==> config.mk <==
export PLATFORM = sky130hd
export DESIGN_NAME = jtpopeye_objdma
export DESIGN_NICKNAME = d
export VERILOG_FILES = /design/src/rtl/jtpopeye_objdma.sv
export SDC_FILE = /design/constraint.sdc
export NUM_CORES = 2
export LEC_CHECK = 0
export CORE_MARGIN = 2
export CORE_UTILIZATION = 30
export DETAILED_ROUTE_END_ITERATION = 7
export GPL_ROUTABILITY_DRIVEN = 0
export PLACE_DENSITY = 0.46
export SLEW_MARGIN = 30
export SYNTH_ARGS = -nofsm -noshare
export SYNTH_HDL_FRONTEND = slang
export SYNTH_SLANG_ARGS = --single-unit
==> constraint.sdc <==
create_clock -name clk -period 3.6 [get_ports clk]
set_input_delay 0.72 -clock clk [delete_from_list [all_inputs] [get_ports clk]]
set_output_delay 0.72 -clock clk [all_outputs]
set_load 0.03 [all_outputs]
==> src/rtl/jtpopeye_objdma.sv <==
// Sprite DMA: copies one 256-byte RAM page into a 64-entry x 29-bit object table,
// then scans the table out to the line-buffer writer (DO blanked while a copy runs).
module jtpopeye_objdma #(
  parameter int BASEW = 2
) (
  input  logic             clk,
  input  logic             rst,
  input  logic             H0_cen,
  input  logic             dma_trig,
  input  logic [BASEW-1:0] dma_page,
  output logic [BASEW+7:0] ram_addr,
  input  logic [7:0]       ram_data,
  output logic             busy,
  output logic             done,
  input  logic [7:0]       H,
  input  logic             HB,
  output logic [28:0]      DO
);

  typedef enum logic [1:0] {IDLE, READ, FLUSH} state_t;

  state_t           state_q;
  logic [7:0]       cnt_q;
  logic [7:0]       cnt_d;
  logic [7:0]       cap_idx;
  logic [BASEW-1:0] page_q;
  logic [23:0]      stage_q;
  logic             trig_q;
  logic             arm_q;
  logic             busy_q;
  logic             done_q;
  logic [BASEW+7:0] addr_q;
  logic [28:0]      do_q;
  logic [28:0]      tbl [0:63];

  logic trig_rise;
  logic accept;
  logic capture;
  logic wr_en;

  assign cnt_d     = cnt_q + 8'd1;
  assign cap_idx   = cnt_q - 8'd1;
  // arm_q blocks a trigger that was already high when reset released
  assign trig_rise = dma_trig & ~trig_q & arm_q;
  assign accept    = (state_q == IDLE) & trig_rise & ~done_q;
  assign capture   = ((state_q == READ) & (cnt_q != 8'd0)) | (state_q == FLUSH);
  assign wr_en     = capture & (cap_idx[1:0] == 2'd3);

  always_ff @(posedge clk or posedge rst) begin
    if (rst) begin
      state_q <= IDLE;
      cnt_q   <= 8'd0;
      page_q  <= '0;
      stage_q <= 24'd0;
      trig_q  <= 1'b0;
      arm_q   <= 1'b0;
      busy_q  <= 1'b0;
      done_q  <= 1'b0;
      addr_q  <= '0;
      do_q    <= 29'd0;
    end else begin
      trig_q <= dma_trig;
      arm_q  <= arm_q | ~dma_trig;
      done_q <= 1'b0;
      case (state_q)
        IDLE: begin
          if (accept) begin
            state_q <= READ;
            busy_q  <= 1'b1;
            cnt_q   <= 8'd0;
            page_q  <= dma_page;
            addr_q  <= {dma_page, 8'd0};
          end
        end
        READ: begin
          cnt_q <= cnt_d;
          if (cnt_q == 8'hFF) state_q <= FLUSH;
          else addr_q <= {page_q, cnt_d};
        end
        FLUSH: begin
          state_q <= IDLE;
          busy_q  <= 1'b0;
          done_q  <= 1'b1;
        end
        default: state_q <= IDLE;
      endcase

      if (capture) begin
        case (cap_idx[1:0])
          2'd0:    stage_q[7:0]   <= ram_data;
          2'd1:    stage_q[15:8]  <= ram_data;
          2'd2:    stage_q[23:16] <= ram_data;
          default: ;
        endcase
      end

      // Blank from the accept edge so no half-written object is ever scanned out
      if (accept || busy_q) do_q <= 29'd0;
      else if (H0_cen && (H[1:0] == 2'b00)) do_q <= HB ? 29'd0 : tbl[H[7:2]];
    end
  end

  // Table survives reset; an entry is committed only once its last byte arrives
  always_ff @(posedge clk) begin
    if (wr_en) tbl[cap_idx[7:2]] <= {ram_data[4:0], stage_q};
  end

  assign ram_addr = addr_q;
  assign busy     = busy_q;
  assign done     = done_q;
  assign DO       = do_q;

endmodule

### Word level (Yosys, flattened, before mapping)

Memory sizes are Yosys's and may differ from the RTL's.
Index checks and enable logic that the tools add are counted.

| storage, ports and cells | value |
|---|---|
| flip-flop bits (word level) | 79 |
| bits in writable memories | 1,856 |
| output and inout port bits | 41 |
| logic and storage cells | 68 |
| memories | 1 |

Memories:

| memory | words | width | read ports | clocked after Yosys merged registers in | wr ports | line | text |
|---|---|---|---|---|---|---|---|
| tbl | 64 | 29 | 1 | 0 | 1 | 34 | `logic [28:0] tbl [0:63];` |

| operators by class | value |
|---|---|
| add/sub/neg operators | 2 |
| equality and inequality tests | 9 |
| mux-type cells | 16 |
| bitwise operators | 11 |
| reductions and logical operators | 17 |

Operators with widths:

| operator | count |
|---|---|
| 2-to-1 mux 29 bit | 3 |
| 2-to-1 mux 10 bit | 2 |
| case mux 10 bit (2 select lines) | 1 |
| case mux 8 bit (2 select lines) | 1 |
| AND reduction 2 bit | 7 |
| adder 8 x 1 -> 8 bit, second input constant | 1 |
| equality test 8 bit, second input constant | 1 |
| 2-to-1 mux 8 bit | 1 |
| nonzero test 8 bit | 1 |
| subtractor 8 x 1 -> 8 bit, second input constant | 1 |
| AND 1 bit | 6 |
| equality test 2 bit, second input constant | 3 |
| logical NOT 2 bit | 3 |
| nonzero test 2 bit | 3 |
| equality test 2 x 1 -> 1 bit, second input constant | 2 |
| 2-to-1 mux 1 bit | 4 |
| 2-to-1 mux 2 bit | 2 |
| inequality test 2 bit, second input constant | 2 |
| case mux 2 bit (2 select lines) | 1 |
| inverter 1 bit | 3 |
| AND reduction 3 bit | 1 |
| inequality test 2 x 1 -> 1 bit, second input constant | 1 |
| bitwise OR 1 bit | 2 |
| case mux 1 bit (2 select lines) | 1 |
| 2 further kinds | 2 |

### Depth between registers and ports, before layout

| depth | value |
|---|---|
| depth after elaboration | 7 |
| depth in mapped cells | 11 |
| mapped depth without buffers | 8 |

### Worst setup path before layout

OpenSTA, ideal clock, no wires.

| timing path | value |
|---|---|
| path kind | flip-flop to flip-flop |
| from | register cnt_q[0] |
| to | memory tbl[54][0] (enable) |
| arrival time | 3.122 ns |
| setup slack | 0.063 ns |
| cell stages (with the launch flop) | 7 |
| buffers on the path | 1 |
| path through | dfrtp_1 nor3_1 nand2_1 xor2_1 or3b_1 buf_2 nor2_1 |

| between the ends | value |
|---|---|
| longest elaborated chain between the ends | 6 |
| elaborated cells between the ends (all ways) | 8 |

Ends and longest elaborated chain:

| what | line | text |
|---|---|---|
| start, declared | 23 | `logic [7:0] cnt_q;` |
| start signal, assigned | 76 | `cnt_q <= cnt_d;` |
| parallel branches: the longest is 6 deep, another holds subtractor 8 x 1 -> 8 bit | - |  |
| end, declared | 34 |  |

Parallel ways; which one is timed is not known.

### Worst setup path after layout

| timing path | value |
|---|---|
| from | register cnt_q[0] |
| to | memory tbl[17][9] (enable) |

Same word-level chain as after synthesis.

==> run metrics <==
status complete, no violations; RSZ-0062 raised after global routing false; clock sink count 1935; first-pass GRT wire length ~310000 µm; global route total overflow 0; TritonCTS buffer count 193; CTS Hold Bufs 0; root buffer cell clkbuf_16; P&R area growth vs syn 18.84%; Final Power 46590 µW; Die ar. 251600 µm²; Final Hold Vio Count 0; Worst Setup Path Type flip-flop to flip-flop; Register Area slightly below 60000 µm²; Pleak 0.02853 µW; vias in the first global route approximately 38k; First-pass DRT Iterations 5; Clock Latency Late Sink around 0.82 ns; Worst Hold Depth 1; largest net degree at the start of global routing between 60 and 70; Worst Path Max Fanout 21; Vias/cell about 5.0; Via Count 37.19k; maxcap violations 0; Yosys warning count 0; Die Span X 501.6 µm; syn_area_per_cell ~21 µm²; Post-synth EDFFs ~1.9k; Synth cell types between 50 and 60; final-stage net count ~4.0k; Final Setup Violations 0; sequential fraction of the synthesis area 0.7769; HPWL after DPL 134000 µm; Initial Util 0.3018; # fillers 22.86k; final core occ 0.3586; Multi-input gate area 15890 µm²; Rel. slew slack 0.3414; mapped cell area around 74000 µm²; worst reg-to-reg path cell count 9; most frequent cells after synthesis edfxtp_1, mux2i_1, mux4_2; placed cells 7046; Crit-path slowest cell nor2_4; synthesized instance count 3548; crit-path cells inv_1 -> ha_1 -> nand2b_1 -> nor3_1 -> o21bai_1 -> nor2b_2 -> nand2_1 -> nor2_4 -> buf_4; leading area contributor after synthesis edfxtp_1; ratio of cells with drive above 1 in the final layout 0.2571; DRC viols 0; number of H-tree levels 4; Power Density 527.7 nW/µm²; ys async rst share 0.04083; CORE AREA 246200 µm²; Area contributors post-synth edfxtp_1, mux4_2, mux2i_1; worst vdd ir 0.4265 mV; I/O Buffers 63; post-synthesis register bit count 1935; Non-Filler Instances 7433; setup TNS 0 ns; Worst Skew 0.02869 ns; fmax 0.2997 GHz; worst hold path class input pin to flip-flop; most common cell in the synthesized netlist edfxtp_1; Max Root-Sink Buffers 3; FP Rows 182; syn nets 3576; minimum clock period 3.337 ns; CTS tree yes; Slew Viols, Final 0; GRT Overall Usage 0.1731; initial antenna violation count 13; final WL 220100 µm; Die Ht 501.6 µm; share of the synthesized area in the top cell type 0.7503; CP endpoint kind flip-flop; clock transition at the registers of the reported paths 0.06 ns; Worst setup SP type flip-flop; area post-placement 82030 µm²; ys flop type edfxtp_1; # IOs 64; cell area after layout 88270 µm²; Tcrit/Tclk final 0.9269; DR WL/cell 29.61 µm; DRT iter0 DRCs 3753; Post-DRT Antenna Nets 0; measured slew at the worst slew-check pin 0.9855 ns; Critical Path AT 3.84 ns; Worst EP required 4.10 ns; max incr delay on CP 0.71 ns
## cell usage in the layout, fill, tap and decap left out, types with 45 or more instances in the layout
cell type        count
a22o_1              59
a21oi_1             67
a22oi_1            186
a221oi_1            51
buf_4              261
clkbuf_16          196
mux2_2              48
nand2_1             58
dfrtp_1             55
clkbuf_1            59
buf_12              96
clkinv_1            45
clkdlybuf4s50_1     55
mux4_2             281
nor2_4              67
mux2i_1            354
edfxtp_1          1856
## area by class of cell
type / count / area share
sequential: 1935 / 0.6544
multi-input combinational: 1401 / 0.1800
clock buffer: 257 / 0.05838
timing repair buffer: 423 / 0.05164
tap: 3312 / 0.04694
clock inverter: 94 / 0.008193
inverter: 5 / 0.0002693
antenna: 6 / 0.0001701
## worst max-delay path, delay by kind of cell (launching register included)
kind                       cells  cell delay (ns)
adders and majority gates      1             0.26
DFF                            1             0.34
buffers and inverters          2             0.43
and+or+nand+nor                5             1.58
AOI/OAI and AO/OA              1             0.39
## stage by stage
| stage | worst slack [ns] | hold WS (ns) |
|---|---|---|
| after floorplan | 0.06294 | 0.4258 |
| after global placement | -0.7967 | 0.4455 |
| after detailed placement | -0.3288 | 0.4460 |
| after CTS | 0.03042 | 0.1903 |
| after global routing | 0.01911 | 0.2087 |
| final | 0.2633 | 0.2400 |
## sequential cells by signal, summed over array words and instances (netlist names)
name,flops
state_q,2
DO,29
busy,1
tbl,1856
done,1
cnt_q,8
stage_q,24
page_q,2
trig_q,1
arm_q,1
ram_addr,10
## power breakdown
group	switching, µW	internal (µW)
Combinational	1410	928
Clock	8550	10600
Sequential	360	24700
Total	10300	36300
## metal layers
layer  up-vias  wire length [µm]  track usage
met3       226             10670      0.02723
met1     20275             98290       0.2421
met5         -                 0            0
met2       967            106900       0.2842
li1      15725                 -            -
met4         0              4253      0.03745
## cells by family after synthesis
family | Yosys count | synth area share
xor+xnor | 12 | 0.001415
fa+ha+maj | 5 | 0.0008422
simple gates | 216 | 0.01358
mux | 692 | 0.1434
compound gates | 476 | 0.04730
buf+inv | 212 | 0.01657
flops | 1935 | 0.7769
## repair_timing
| item | CTS | global route |
|---|---|---|
| pin swaps | 4 | 4 |
| resized for setup | 0 | 2 |
| setup buffers | 9 | 21 |
| gates cloned | 0 | 0 |
| endpoints found under the setup margin | 47 | 52 |
## worst paths after layout
path	slack, ns	from	end
worst max-delay path	0.26	cnt_q[0]	tbl[17][9]
worst max register to register	0.26	cnt_q[0]	tbl[17][9]
worst min-delay path	0.24	ram_data[0]	tbl[25][24]
max in group asynchronous	2.54	rst	ram_addr[3]
worst min register to register	0.46	arm_q	arm_q
min in group asynchronous	0.37	rst	stage_q[6]
No activity file was read; power rests on OpenSTA's default activity.
